--- config.mk ---
export PLATFORM = sky130hd
export DESIGN_NAME = cpu_hazard_scoreboard_flat
export DESIGN_NICKNAME = d
export VERILOG_FILES = /design/src/rtl/cpu_hazard_scoreboard_pkg.sv /design/src/rtl/cpu_hazard_scoreboard_if.sv /design/src/rtl/cpu_hazard_scoreboard_mc_tracker.sv /design/src/rtl/cpu_hazard_scoreboard.sv /design/src/flat_wrapper.sv
export SDC_FILE = /design/constraint.sdc
export NUM_CORES = 1
export LEC_CHECK = 0
export BUFFER_PORTS_ARGS = -buffer_cell sky130_fd_sc_hd__buf_4
export CAP_MARGIN = 10
export CORE_UTILIZATION = 48
export DETAILED_ROUTE_END_ITERATION = 10
export PLACE_DENSITY = 0.84
export SKIP_CTS_REPAIR_TIMING = 1
export SLEW_MARGIN = 20
export SYNTH_ARGS = -nofsm -noshare
export SYNTH_HDL_FRONTEND = slang
export SYNTH_SLANG_ARGS = --single-unit
--- constraint.sdc ---
create_clock -name clk -period 7.3 [get_ports clk]
set_input_delay 2.19 -clock clk [delete_from_list [all_inputs] [get_ports clk]]
set_output_delay 2.19 -clock clk [all_outputs]
set_load 0.02 [all_outputs]
--- src/rtl/cpu_hazard_scoreboard_pkg.sv ---
// Shared encodings for the hazard unit: forwarding selects and the
// multi-cycle tracker state.
package cpu_hazard_scoreboard_pkg;

  localparam logic [1:0] FORWARD_NONE      = 2'b00;
  localparam logic [1:0] FORWARD_WRITEBACK = 2'b01;
  localparam logic [1:0] FORWARD_MEMORY    = 2'b10;

  typedef enum logic [1:0] {
    MC_IDLE  = 2'b00,
    MC_BUSY  = 2'b01,
    MC_GRANT = 2'b10
  } mc_state_t;

endpackage

--- src/rtl/cpu_hazard_scoreboard_if.sv ---
// Pipeline <-> hazard unit signal bundle. The master side is the pipeline,
// the slave side is the hazard unit; mc_state is a debug view of the tracker.
// Handshake: mc_done is a level held by the multi-cycle unit until the cycle
// mc_wb_grant is high; mc_issue marks the single cycle an op is accepted.
interface cpu_hazard_scoreboard_if #(
    parameter int REG_AW = 5
);
    import cpu_hazard_scoreboard_pkg::*;

    logic [REG_AW-1:0] rs1_d, rs2_d, rd_d;
    logic              reg_write_d;
    logic              mc_op_d;
    logic [REG_AW-1:0] rs1_e, rs2_e, rd_e;
    logic              load_e;
    logic              mc_start_e;
    logic              redirect_e;
    logic              reg_write_m, reg_write_w;
    logic [REG_AW-1:0] rd_m, rd_w;
    logic              mem_ready_m;
    logic              mc_done;
    logic [1:0]        forward_a_e, forward_b_e;
    logic              stall_f, stall_d, stall_e, stall_m;
    logic              flush_d, flush_e, flush_w;
    logic              mc_issue;
    logic              mc_wb_grant;
    logic              mc_timeout;
    mc_state_t         mc_state;

    modport master (
        output rs1_d, rs2_d, rd_d, reg_write_d, mc_op_d,
               rs1_e, rs2_e, rd_e, load_e, mc_start_e, redirect_e,
               reg_write_m, reg_write_w, rd_m, rd_w, mem_ready_m, mc_done,
        input  forward_a_e, forward_b_e, stall_f, stall_d, stall_e, stall_m,
               flush_d, flush_e, flush_w, mc_issue, mc_wb_grant, mc_timeout,
               mc_state
    );

    modport slave (
        input  rs1_d, rs2_d, rd_d, reg_write_d, mc_op_d,
               rs1_e, rs2_e, rd_e, load_e, mc_start_e, redirect_e,
               reg_write_m, reg_write_w, rd_m, rd_w, mem_ready_m, mc_done,
        output forward_a_e, forward_b_e, stall_f, stall_d, stall_e, stall_m,
               flush_d, flush_e, flush_w, mc_issue, mc_wb_grant, mc_timeout,
               mc_state
    );

endinterface

--- src/rtl/cpu_hazard_scoreboard_mc_tracker.sv ---
// Tracks the single outstanding multi-cycle op: its destination register,
// how long it has been outstanding, and the one-cycle writeback grant.
module cpu_mc_tracker
    import cpu_hazard_scoreboard_pkg::*;
#(
    parameter int REG_AW     = 5,
    parameter int MC_TIMEOUT = 64,
    parameter int TO_W       = 7
) (
    input  logic              clk,
    input  logic              rst,
    input  logic              mc_issue,
    input  logic              mc_done,
    input  logic              mem_stall,
    input  logic [REG_AW-1:0] rd_e,
    output mc_state_t         state,
    output logic [REG_AW-1:0] pend_rd,
    output logic              timeout
);

    mc_state_t       state_n;
    logic [TO_W-1:0] to_cnt;

    always_ff @(posedge clk) begin
        if (rst) state <= MC_IDLE;
        else     state <= state_n;
    end

    // A finished result waits in BUSY while memory stalls, since the
    // writeback port cannot be taken while the pipeline is frozen.
    always_comb begin
        state_n = state;
        case (state)
            MC_IDLE:  if (mc_issue) state_n = MC_BUSY;
            MC_BUSY:  if (mc_done && !mem_stall) state_n = MC_GRANT;
            MC_GRANT: state_n = MC_IDLE;
            default:  state_n = MC_IDLE;
        endcase
    end

    always_ff @(posedge clk) begin
        if (rst) begin
            pend_rd <= '0;
            to_cnt  <= '0;
            timeout <= 1'b0;
        end else if (state == MC_IDLE && mc_issue) begin
            pend_rd <= rd_e;
            to_cnt  <= '0;
        end else if (state == MC_BUSY) begin
            if (to_cnt != '1) to_cnt <= to_cnt + TO_W'(1);
            if (to_cnt == TO_W'(MC_TIMEOUT)) timeout <= 1'b1;
        end
    end

endmodule

--- src/rtl/cpu_hazard_scoreboard.sv ---
// Hazard unit: operand forwarding, load-use / scoreboard / structural stalls,
// redirect flushes, and arbitration of the multi-cycle writeback slot.
module cpu_hazard_scoreboard
    import cpu_hazard_scoreboard_pkg::*;
#(
    parameter int REG_AW     = 5,
    parameter int MC_TIMEOUT = 64,
    parameter int TO_W       = 7
) (
    input  logic                    clk,
    input  logic                    rst,
    cpu_hazard_scoreboard_if.slave  hz
);

    mc_state_t         state;
    logic [REG_AW-1:0] pend_rd;
    logic              mem_stall;
    logic              grant;
    logic              hold_all;
    logic              sb_hazard;
    logic              struct_hazard;
    logic              load_use;
    logic              fd_hazard;
    logic              issue;

    cpu_mc_tracker #(
        .REG_AW     (REG_AW),
        .MC_TIMEOUT (MC_TIMEOUT),
        .TO_W       (TO_W)
    ) u_mc_tracker (
        .clk       (clk),
        .rst       (rst),
        .mc_issue  (issue),
        .mc_done   (hz.mc_done),
        .mem_stall (mem_stall),
        .rd_e      (hz.rd_e),
        .state     (state),
        .pend_rd   (pend_rd),
        .timeout   (hz.mc_timeout)
    );

    function automatic logic [1:0] fwd_sel(
        input logic [REG_AW-1:0] rs,
        input logic              wr_m,
        input logic [REG_AW-1:0] dst_m,
        input logic              wr_w,
        input logic [REG_AW-1:0] dst_w
    );
        if (rs == '0)                    return FORWARD_NONE;
        else if (wr_m && dst_m == rs)    return FORWARD_MEMORY;
        else if (wr_w && dst_w == rs)    return FORWARD_WRITEBACK;
        else                             return FORWARD_NONE;
    endfunction

    always_comb begin
        hz.forward_a_e = fwd_sel(hz.rs1_e, hz.reg_write_m, hz.rd_m, hz.reg_write_w, hz.rd_w);
        hz.forward_b_e = fwd_sel(hz.rs2_e, hz.reg_write_m, hz.rd_m, hz.reg_write_w, hz.rd_w);
    end

    assign mem_stall = !hz.mem_ready_m;
    assign grant     = (state == MC_GRANT);
    assign hold_all  = mem_stall || grant;
    assign issue     = hz.mc_start_e && (state == MC_IDLE) && !mem_stall;

    assign sb_hazard = (state != MC_IDLE) && (pend_rd != '0) &&
                       ((hz.rs1_d == pend_rd) || (hz.rs2_d == pend_rd) ||
                        (hz.reg_write_d && (hz.rd_d == pend_rd)));

    assign struct_hazard = hz.mc_op_d && ((state != MC_IDLE) || issue);

    assign load_use = hz.load_e && (hz.rd_e != '0) &&
                      ((hz.rs1_d == hz.rd_e) || (hz.rs2_d == hz.rd_e));

    assign fd_hazard = sb_hazard || struct_hazard || load_use;

    // A full hold freezes E, so any redirect is replayed later and no bubble
    // is needed; otherwise a F/D stall must bubble E.
    always_comb begin
        hz.stall_f     = hold_all || fd_hazard;
        hz.stall_d     = hold_all || fd_hazard;
        hz.stall_e     = hold_all;
        hz.stall_m     = hold_all;
        hz.flush_w     = hold_all;
        hz.flush_d     = !hold_all && hz.redirect_e;
        hz.flush_e     = !hold_all && (fd_hazard || hz.redirect_e);
        hz.mc_issue    = issue;
        hz.mc_wb_grant = grant;
        hz.mc_state    = state;
    end

endmodule
--- src/flat_wrapper.sv ---
// flat-port wrapper written by rule: the top's interface ports become plain ports
module cpu_hazard_scoreboard_flat import cpu_hazard_scoreboard_pkg::*;
#(
    parameter int REG_AW     = 5,
    parameter int MC_TIMEOUT = 64,
    parameter int TO_W       = 7
)
  (clk, rst, hz_rs1_d, hz_rs2_d, hz_rd_d, hz_reg_write_d, hz_mc_op_d, hz_rs1_e, hz_rs2_e, hz_rd_e, hz_load_e, hz_mc_start_e, hz_redirect_e, hz_reg_write_m, hz_reg_write_w, hz_rd_m, hz_rd_w, hz_mem_ready_m, hz_mc_done, hz_forward_a_e, hz_forward_b_e, hz_stall_f, hz_stall_d, hz_stall_e, hz_stall_m, hz_flush_d, hz_flush_e, hz_flush_w, hz_mc_issue, hz_mc_wb_grant, hz_mc_timeout, hz_mc_state);
  cpu_hazard_scoreboard_if #(.REG_AW(REG_AW)) hz_i ();
  input  logic clk;
  input  logic rst;
  input wire logic [$bits(hz_i.rs1_d)-1:0] hz_rs1_d;
  input wire logic [$bits(hz_i.rs2_d)-1:0] hz_rs2_d;
  input wire logic [$bits(hz_i.rd_d)-1:0] hz_rd_d;
  input wire logic [$bits(hz_i.reg_write_d)-1:0] hz_reg_write_d;
  input wire logic [$bits(hz_i.mc_op_d)-1:0] hz_mc_op_d;
  input wire logic [$bits(hz_i.rs1_e)-1:0] hz_rs1_e;
  input wire logic [$bits(hz_i.rs2_e)-1:0] hz_rs2_e;
  input wire logic [$bits(hz_i.rd_e)-1:0] hz_rd_e;
  input wire logic [$bits(hz_i.load_e)-1:0] hz_load_e;
  input wire logic [$bits(hz_i.mc_start_e)-1:0] hz_mc_start_e;
  input wire logic [$bits(hz_i.redirect_e)-1:0] hz_redirect_e;
  input wire logic [$bits(hz_i.reg_write_m)-1:0] hz_reg_write_m;
  input wire logic [$bits(hz_i.reg_write_w)-1:0] hz_reg_write_w;
  input wire logic [$bits(hz_i.rd_m)-1:0] hz_rd_m;
  input wire logic [$bits(hz_i.rd_w)-1:0] hz_rd_w;
  input wire logic [$bits(hz_i.mem_ready_m)-1:0] hz_mem_ready_m;
  input wire logic [$bits(hz_i.mc_done)-1:0] hz_mc_done;
  output wire logic [$bits(hz_i.forward_a_e)-1:0] hz_forward_a_e;
  output wire logic [$bits(hz_i.forward_b_e)-1:0] hz_forward_b_e;
  output wire logic [$bits(hz_i.stall_f)-1:0] hz_stall_f;
  output wire logic [$bits(hz_i.stall_d)-1:0] hz_stall_d;
  output wire logic [$bits(hz_i.stall_e)-1:0] hz_stall_e;
  output wire logic [$bits(hz_i.stall_m)-1:0] hz_stall_m;
  output wire logic [$bits(hz_i.flush_d)-1:0] hz_flush_d;
  output wire logic [$bits(hz_i.flush_e)-1:0] hz_flush_e;
  output wire logic [$bits(hz_i.flush_w)-1:0] hz_flush_w;
  output wire logic [$bits(hz_i.mc_issue)-1:0] hz_mc_issue;
  output wire logic [$bits(hz_i.mc_wb_grant)-1:0] hz_mc_wb_grant;
  output wire logic [$bits(hz_i.mc_timeout)-1:0] hz_mc_timeout;
  output wire logic [$bits(hz_i.mc_state)-1:0] hz_mc_state;
  assign hz_i.rs1_d = hz_rs1_d;
  assign hz_i.rs2_d = hz_rs2_d;
  assign hz_i.rd_d = hz_rd_d;
  assign hz_i.reg_write_d = hz_reg_write_d;
  assign hz_i.mc_op_d = hz_mc_op_d;
  assign hz_i.rs1_e = hz_rs1_e;
  assign hz_i.rs2_e = hz_rs2_e;
  assign hz_i.rd_e = hz_rd_e;
  assign hz_i.load_e = hz_load_e;
  assign hz_i.mc_start_e = hz_mc_start_e;
  assign hz_i.redirect_e = hz_redirect_e;
  assign hz_i.reg_write_m = hz_reg_write_m;
  assign hz_i.reg_write_w = hz_reg_write_w;
  assign hz_i.rd_m = hz_rd_m;
  assign hz_i.rd_w = hz_rd_w;
  assign hz_i.mem_ready_m = hz_mem_ready_m;
  assign hz_i.mc_done = hz_mc_done;
  assign hz_forward_a_e = hz_i.forward_a_e;
  assign hz_forward_b_e = hz_i.forward_b_e;
  assign hz_stall_f = hz_i.stall_f;
  assign hz_stall_d = hz_i.stall_d;
  assign hz_stall_e = hz_i.stall_e;
  assign hz_stall_m = hz_i.stall_m;
  assign hz_flush_d = hz_i.flush_d;
  assign hz_flush_e = hz_i.flush_e;
  assign hz_flush_w = hz_i.flush_w;
  assign hz_mc_issue = hz_i.mc_issue;
  assign hz_mc_wb_grant = hz_i.mc_wb_grant;
  assign hz_mc_timeout = hz_i.mc_timeout;
  assign hz_mc_state = hz_i.mc_state;
  cpu_hazard_scoreboard #(.REG_AW(REG_AW), .MC_TIMEOUT(MC_TIMEOUT), .TO_W(TO_W)) u_core (.clk(clk), .rst(rst), .hz(hz_i));
endmodule
==> impl_metrics.yaml, run 1 <==
yosys:
  netlist_area_mm2: 0.00128
  ys_types: 30
  yosys_warnings: 0
  yosysTopAreaCell: "dfxtp_1"
  synth.area.top_cells: "dfxtp_1 (23%), xor2_1 (18%), xnor2_1 (16%)"
  synthCells: 156
  synth_top_area_share: 0.235
  synth_nets: 209
  syn_avg_cell_area_um2: 8.20
  ys_seq_area_frac: 0.235
  ys_ff_latch: 15
timing:
  fin_skew_ns: 0.000362
  hold_viol: 0
  fmax_mhz: 168
  totalNegativeSetupSlack_ns: 0
  fin_crit_sh: 0.813
  maxSlewViolCount: 0
  grt_setup_unrepaired: "no"
  relSlewSlack: 0.551
  min_period_ns: 5.94
  tightest_slew_ns: 0.670
  setup_viol: 0
flow_run:
  cap_violations: 0
setup_path:
  cp_num_cells: 6
  crit_path_end: "hz_stall_d"
  cp-start-kind: "input pin"
  slowest_delay_ns: 0.52
  reg2reg_to: "u_core.u_mc_tracker.to_cnt[5]$_SDFFE_PP0P_"
  crit_type: "input pin to output pin"
  r2r_slack_ns: 5.48
  crit_arrival_ns: 3.75
  r2r-start: "u_core.u_mc_tracker.to_cnt[0]$_SDFFE_PP0P_"
  slowest_stage: "or4_1"
  required_ns: 5.11
  path_max_fanout: 4
  cp_num_buf_inv: 2
  cp-startpoint: "hz_rd_e[1]"
  reg2reg_depth: 7
  path_delay_family: "simple AND/OR/NAND/NOR gates"
  end_kind: "output pin"
  crit_chain: "buf_4 > or4_1 > o21ai_1 > a21oi_1 > or4_1 > buf_4"
routing:
  drt_first_iter_violations: 13
  dr.pass1.iters: 4
  ant_nets: 0
  routed_via_density: 5.33
  routed_wl_um: 3590
  vias: 1333
  drc_errors: 0
  wl_per_cell_um: 14.3
clock_tree:
  cts_sinks: 15
  clk_path_buf_depth: 2
  numCtsBuffers: 3
  cts_tree: "done"
  clk_pin_slew_ns: 0.08
  cts_root_buffer: "clkbuf_4"
  htree_num_levels: 1
  insertion_delay_ns: 0.28
finish:
  diodes: 0
  finalInstanceArea_mm2: 0.00180
  drive_gt1_frac: 0.327
  final_nets: 274
  areaGrowthSynthToFinish_pct: 41.0
  fillCellCount: 200
  seqCellArea_um2: 300
  multi_input_area_um2: 928
status:
  status: "completed"
pwr:
  powerDensity_mw_per_mm2: 119
  peakVddDrop_mv: 0.131
  power_leakage_nw: 0.809
worst_hold_path:
  hold_path.class: "register to register"
  hp-start: "u_core.u_mc_tracker.timeout$_SDFFE_PP0P_"
die:
  initial_core_util: 0.512
  core_mm2: 0.00250
  die_h_um: 53.6
  io_pins: 67
  rows: 18
  die-area_mm2: 0.00287
  die_w_um: 53.6
placement:
  gp_congestion: 0.865
  port_buffers: 66
  dp_hpwl_um: 3090
  place_area_mm2: 0.00178
global_route:
  grt_max_degree: 10
  gr-total-overflow: 0
  grt_pass1_vias: 1300
  antenna_found_initial: 0
  use_met2: 0.519
  grt_usage: 0.285
  grt_use_met1: 0.322
  globalRouteMet3Util: 0.0763
  grt_pass1_wl_um: 5820
  grt.busiest_layer: "met2"
[worst reg2reg max path: cells and delay by family (launching register included)]
family	cells	cell delay, ns
DFF	1	0.36
and+or+nand+nor	4	0.43
AOI/OAI and AO/OA	1	0.51
xor gates and xnor gates	1	0.17
adders and majority gates	1	0.24
[Yosys cell counts]
cell and n:
xor2_1 26, xnor2_1 24, nor2_1 20, dfxtp_1 15, nand2_1 7, mux2i_1 6, nand3_1 6, a21oi_1 5
nand4_1 5, nor3_1 5, or4_1 5, inv_1 4, buf_4 3, nor4_1 3, nor4b_1 3, and3_1 2
clkbuf_1 2, ha_1 2, nand2b_1 2, a21boi_0 1, a31oi_2 1, a41oi_1 1, buf_2 1, nor2b_1 1
nor3_2 1, o21ai_1 1, o21ba_1 1, o22ai_2 1, or2_1 1, or3_1 1
[state kept, by name, indices dropped and copies added (netlist names)]
register and cells:
u_core.u_mc_tracker.to_cnt 7, u_core.u_mc_tracker.state 2, u_core.u_mc_tracker.timeout 1, u_core.u_mc_tracker.pend_rd 5
[metrics by stage]
step,worst slack (ns),total power [mW],hold WS (ns),util,cells
after floorplan,1.43,0.130,0.451,-,156
after global placement,1.38,0.167,0.467,0.711,246
after detailed placement,1.36,0.171,0.479,0.711,246
after CTS,1.36,0.217,0.500,0.721,250
after global routing,1.31,0.230,0.544,0.721,250
final,1.36,0.215,0.496,0.721,250
[metal layers]
layer	vias up	routed length, µm	share of wire
li1	661	-	-
met1	612	1400	0.39
met2	55	1980	0.55
met3	5	168	0.047
met4	0	34	0.0095
met5	-	0	0
[report_power, final]
part / switching (mW) / internal (mW)
Clock: 0.0249 / 0.0212
Combinational: 0.0373 / 0.0432
Sequential: 0.00458 / 0.0841
Total: 0.0668 / 0.148
[how the worst min path moves through the flow]
| stage | cells past startpoint | endpoint | slack (ns) |
|---|---|---|---|
| floorplan | 2 | u_core.u_mc_tracker.to_cnt[6]$_SDFFE_PP0P_ | 0.45 |
| finish | 2 | u_core.u_mc_tracker.timeout$_SDFFE_PP0P_ | 0.50 |
| detailed placement | 2 | u_core.u_mc_tracker.to_cnt[6]$_SDFFE_PP0P_ | 0.48 |
| global placement | 2 | u_core.u_mc_tracker.timeout$_SDFFE_PP0P_ | 0.47 |
| global route | 2 | u_core.u_mc_tracker.timeout$_SDFFE_PP0P_ | 0.54 |
| CTS | 2 | u_core.u_mc_tracker.timeout$_SDFFE_PP0P_ | 0.50 |
[layout make-up]
class                           count  area share
Clock buffer                        4      0.0146
Inverter                            4     0.00833
Multi-Input combinational cell    131       0.515
Sequential cell                    15       0.167
Tap cell                           30      0.0208
Timing Repair Buffer               66       0.275
[layout by cell type (no fill, tap or decap), types with 3 or more instances in the layout]
cell      count
a21oi_1       5
buf_4        66
clkbuf_4      3
dfxtp_1      15
inv_1         4
mux2i_1       6
nand2_1       7
nand3_1       6
nand4_1       5
nor2_1       20
nor3_1        5
nor4_1        3
nor4b_1       3
or4_1         5
xnor2_1      24
xor2_1       26
[kinds of logic (layout without fill, tap and decap cells)]
| kind of cell | after synthesis | after routing | synth area share |
|---|---|---|---|
| buffers and inverters | 10 | 74 | 0.0391 |
| DFF | 15 | 15 | 0.235 |
| adders and majority gates | 2 | 2 | 0.0196 |
| muxes | 6 | 6 | 0.0470 |
| xor gates and xnor gates | 50 | 50 | 0.342 |
| and+or+nand+nor | 62 | 62 | 0.253 |
| AOI/OAI and AO/OA | 11 | 11 | 0.0636 |
Power figures use the tool's default switching activity.
==> run 2, diff against run 1 <==
--- a/config.mk
+++ b/config.mk
@@ -7,9 +7,9 @@
 export LEC_CHECK = 0
 export BUFFER_PORTS_ARGS = -buffer_cell sky130_fd_sc_hd__buf_4
 export CAP_MARGIN = 10
-export CORE_UTILIZATION = 48
+export CORE_UTILIZATION = 41
 export DETAILED_ROUTE_END_ITERATION = 10
-export PLACE_DENSITY = 0.84
+export PLACE_DENSITY = 0.77
 export SKIP_CTS_REPAIR_TIMING = 1
 export SLEW_MARGIN = 20
 export SYNTH_ARGS = -nofsm -noshare
==> constraint.sdc (replaced) <==
create_clock -name clk -period 4.85 [get_ports clk]
set_input_delay 1.455 -clock clk [delete_from_list [all_inputs] [get_ports clk]]
set_output_delay 1.455 -clock clk [all_outputs]
set_load 0.02 [all_outputs]
==> impl_metrics.yaml, run 2 (synthesized netlist as in run 1, its figures left out) <==
setup_path:
  crit_arrival_ns: 2.98
  r2r-start: "u_core.u_mc_tracker.to_cnt[0]$_SDFFE_PP0P_"
  end_kind: "output pin"
  reg2reg_depth: 7
  r2r_slack_ns: 3.19
  required_ns: 3.39
  crit_type: "input pin to output pin"
  reg2reg_to: "u_core.u_mc_tracker.to_cnt[5]$_SDFFE_PP0P_"
  cp-start-kind: "input pin"
  path_max_fanout: 4
clock_tree:
  cts_root_buffer: "clkbuf_4"
  htree_num_levels: 1
  cts_tree: "done"
  insertion_delay_ns: 0.27
  cts_sinks: 15
  clk_path_buf_depth: 2
  numCtsBuffers: 3
  clk_pin_slew_ns: 0.08
placement:
  dp_hpwl_um: 2750
  port_buffers: 66
  gp_congestion: 0.999
routing:
  drc_errors: 7
  routed_wl_um: 3220
  drt_first_iter_violations: 34
  wl_per_cell_um: 12.8
  dr.pass1.iters: 7
  routed_via_density: 5.10
  ant_nets: 0
  vias: 1286
timing:
  min_period_ns: 4.44
  fin_crit_sh: 0.915
  maxSlewViolCount: 0
  tightest_slew_ns: 0.499
  relSlewSlack: 0.667
  totalNegativeSetupSlack_ns: 0
  fin_skew_ns: 0.00147
  hold_slack_ns: 0.505
  setup_viol: 0
  hold_viol: 0
  grt_setup_unrepaired: "no"
  fmax_mhz: 225
finish:
  drive_gt1_frac: 0.330
  largest_reg_flops: 7
  final_util: 0.635
  reg_top3: "u_core.u_mc_tracker.to_cnt x7, u_core.u_mc_tracker.pend_rd x5, u_core.u_mc_tracker.state x2"
  largest_register: "u_core.u_mc_tracker.to_cnt"
  final_common_cell: "buf_4"
  areaGrowthSynthToFinish_pct: 41.7
  final_cell_mix: "buf_4 (67), xor2_1 (26), xnor2_1 (24)"
  diodes: 0
  final_nets: 275
die:
  io_pins: 67
  die_h_um: 57.8
  core_mm2: 0.00285
  die_w_um: 57.8
  die-area_mm2: 0.00335
  rows: 19
  initial_core_util: 0.448
worst_hold_path:
  hold_path.class: "register to register"
  hp-start: "u_core.u_mc_tracker.timeout$_SDFFE_PP0P_"
  hold_end: "u_core.u_mc_tracker.timeout$_SDFFE_PP0P_"
  hold_depth: 2
global_route:
  grt_pass1_wl_um: 5380
  grt_pass1_vias: 1196
  grt_usage: 0.203
  grt_max_degree: 10
  antenna_found_initial: 0
  gr-total-overflow: 0
pwr:
  power_leakage_nw: 0.814
  powerDensity_mw_per_mm2: 176
  peakVddDrop_mv: 0.147
status:
  status: "finished, violations left"
  violations: "design-rule violations"
flow_run:
  cap_violations: 0
run 2: cell count changes in the layout (fill, tap and decap cells not counted):
cell | before | now
buf_4 | 66 | 67
run 2: worst max-delay path: stages:
cell     delay, ns
buf_4         0.13
or4_1         0.51
o21ai_1       0.14
a21oi_1       0.08
or4_1         0.49
buf_4         0.18
run 2: worst max-delay path by stage:
stage | to | from | slack (ns)
2_1_floorplan | hz_stall_f | hz_rd_e[1] | 0.45
3_3_place_gp | hz_stall_d | hz_rd_e[1] | 0.42
3_5_place_dp | hz_stall_d | hz_rd_e[1] | 0.41
4_1_cts | hz_stall_d | hz_rd_e[1] | 0.42
5_1_grt | hz_stall_d | hz_rd_e[1] | 0.35
6_report | hz_stall_d | hz_rd_e[1] | 0.41
run 2: final cells by class:
| cell class | count | area [µm²] |
|---|---|---|
| Fill cell | 267 | 1040 |
| Multi-Input combinational cell | 131 | 928 |
| Timing Repair Buffer | 67 | 503 |
| Sequential cell | 15 | 300 |
| Tap cell | 31 | 38.8 |
| Clock buffer | 4 | 26.3 |
| Inverter | 4 | 15.0 |
run 2: metrics by stage:
stage                     setup slack [ns]  cell area [µm²]  power (mW)  cells
after detailed placement             0.412             1790       0.254    248
after global placement               0.422             1790       0.253    248
after global routing                 0.353             1810       0.338    252
final                                0.410             1810       0.319    252
after floorplan                      0.449             1280       0.196    156
after CTS                            0.415             1810       0.322    252
run 2: report_power, final:
group / internal [mW] / switching, mW
sequential: 0.127 / 0.00631
combinational: 0.0655 / 0.0526
clock: 0.0318 / 0.0358
total: 0.224 / 0.0947
run 2: routing by layer:
layer  part of all wire  wire [µm]  GRT usage  vias up
li1                   -          -          -      665
met1               0.46       1480      0.271      578
met2               0.47       1510      0.342       41
met3              0.065        208     0.0313        2
met4             0.0053         17     0.0510        0
met5                  0          0          0        -
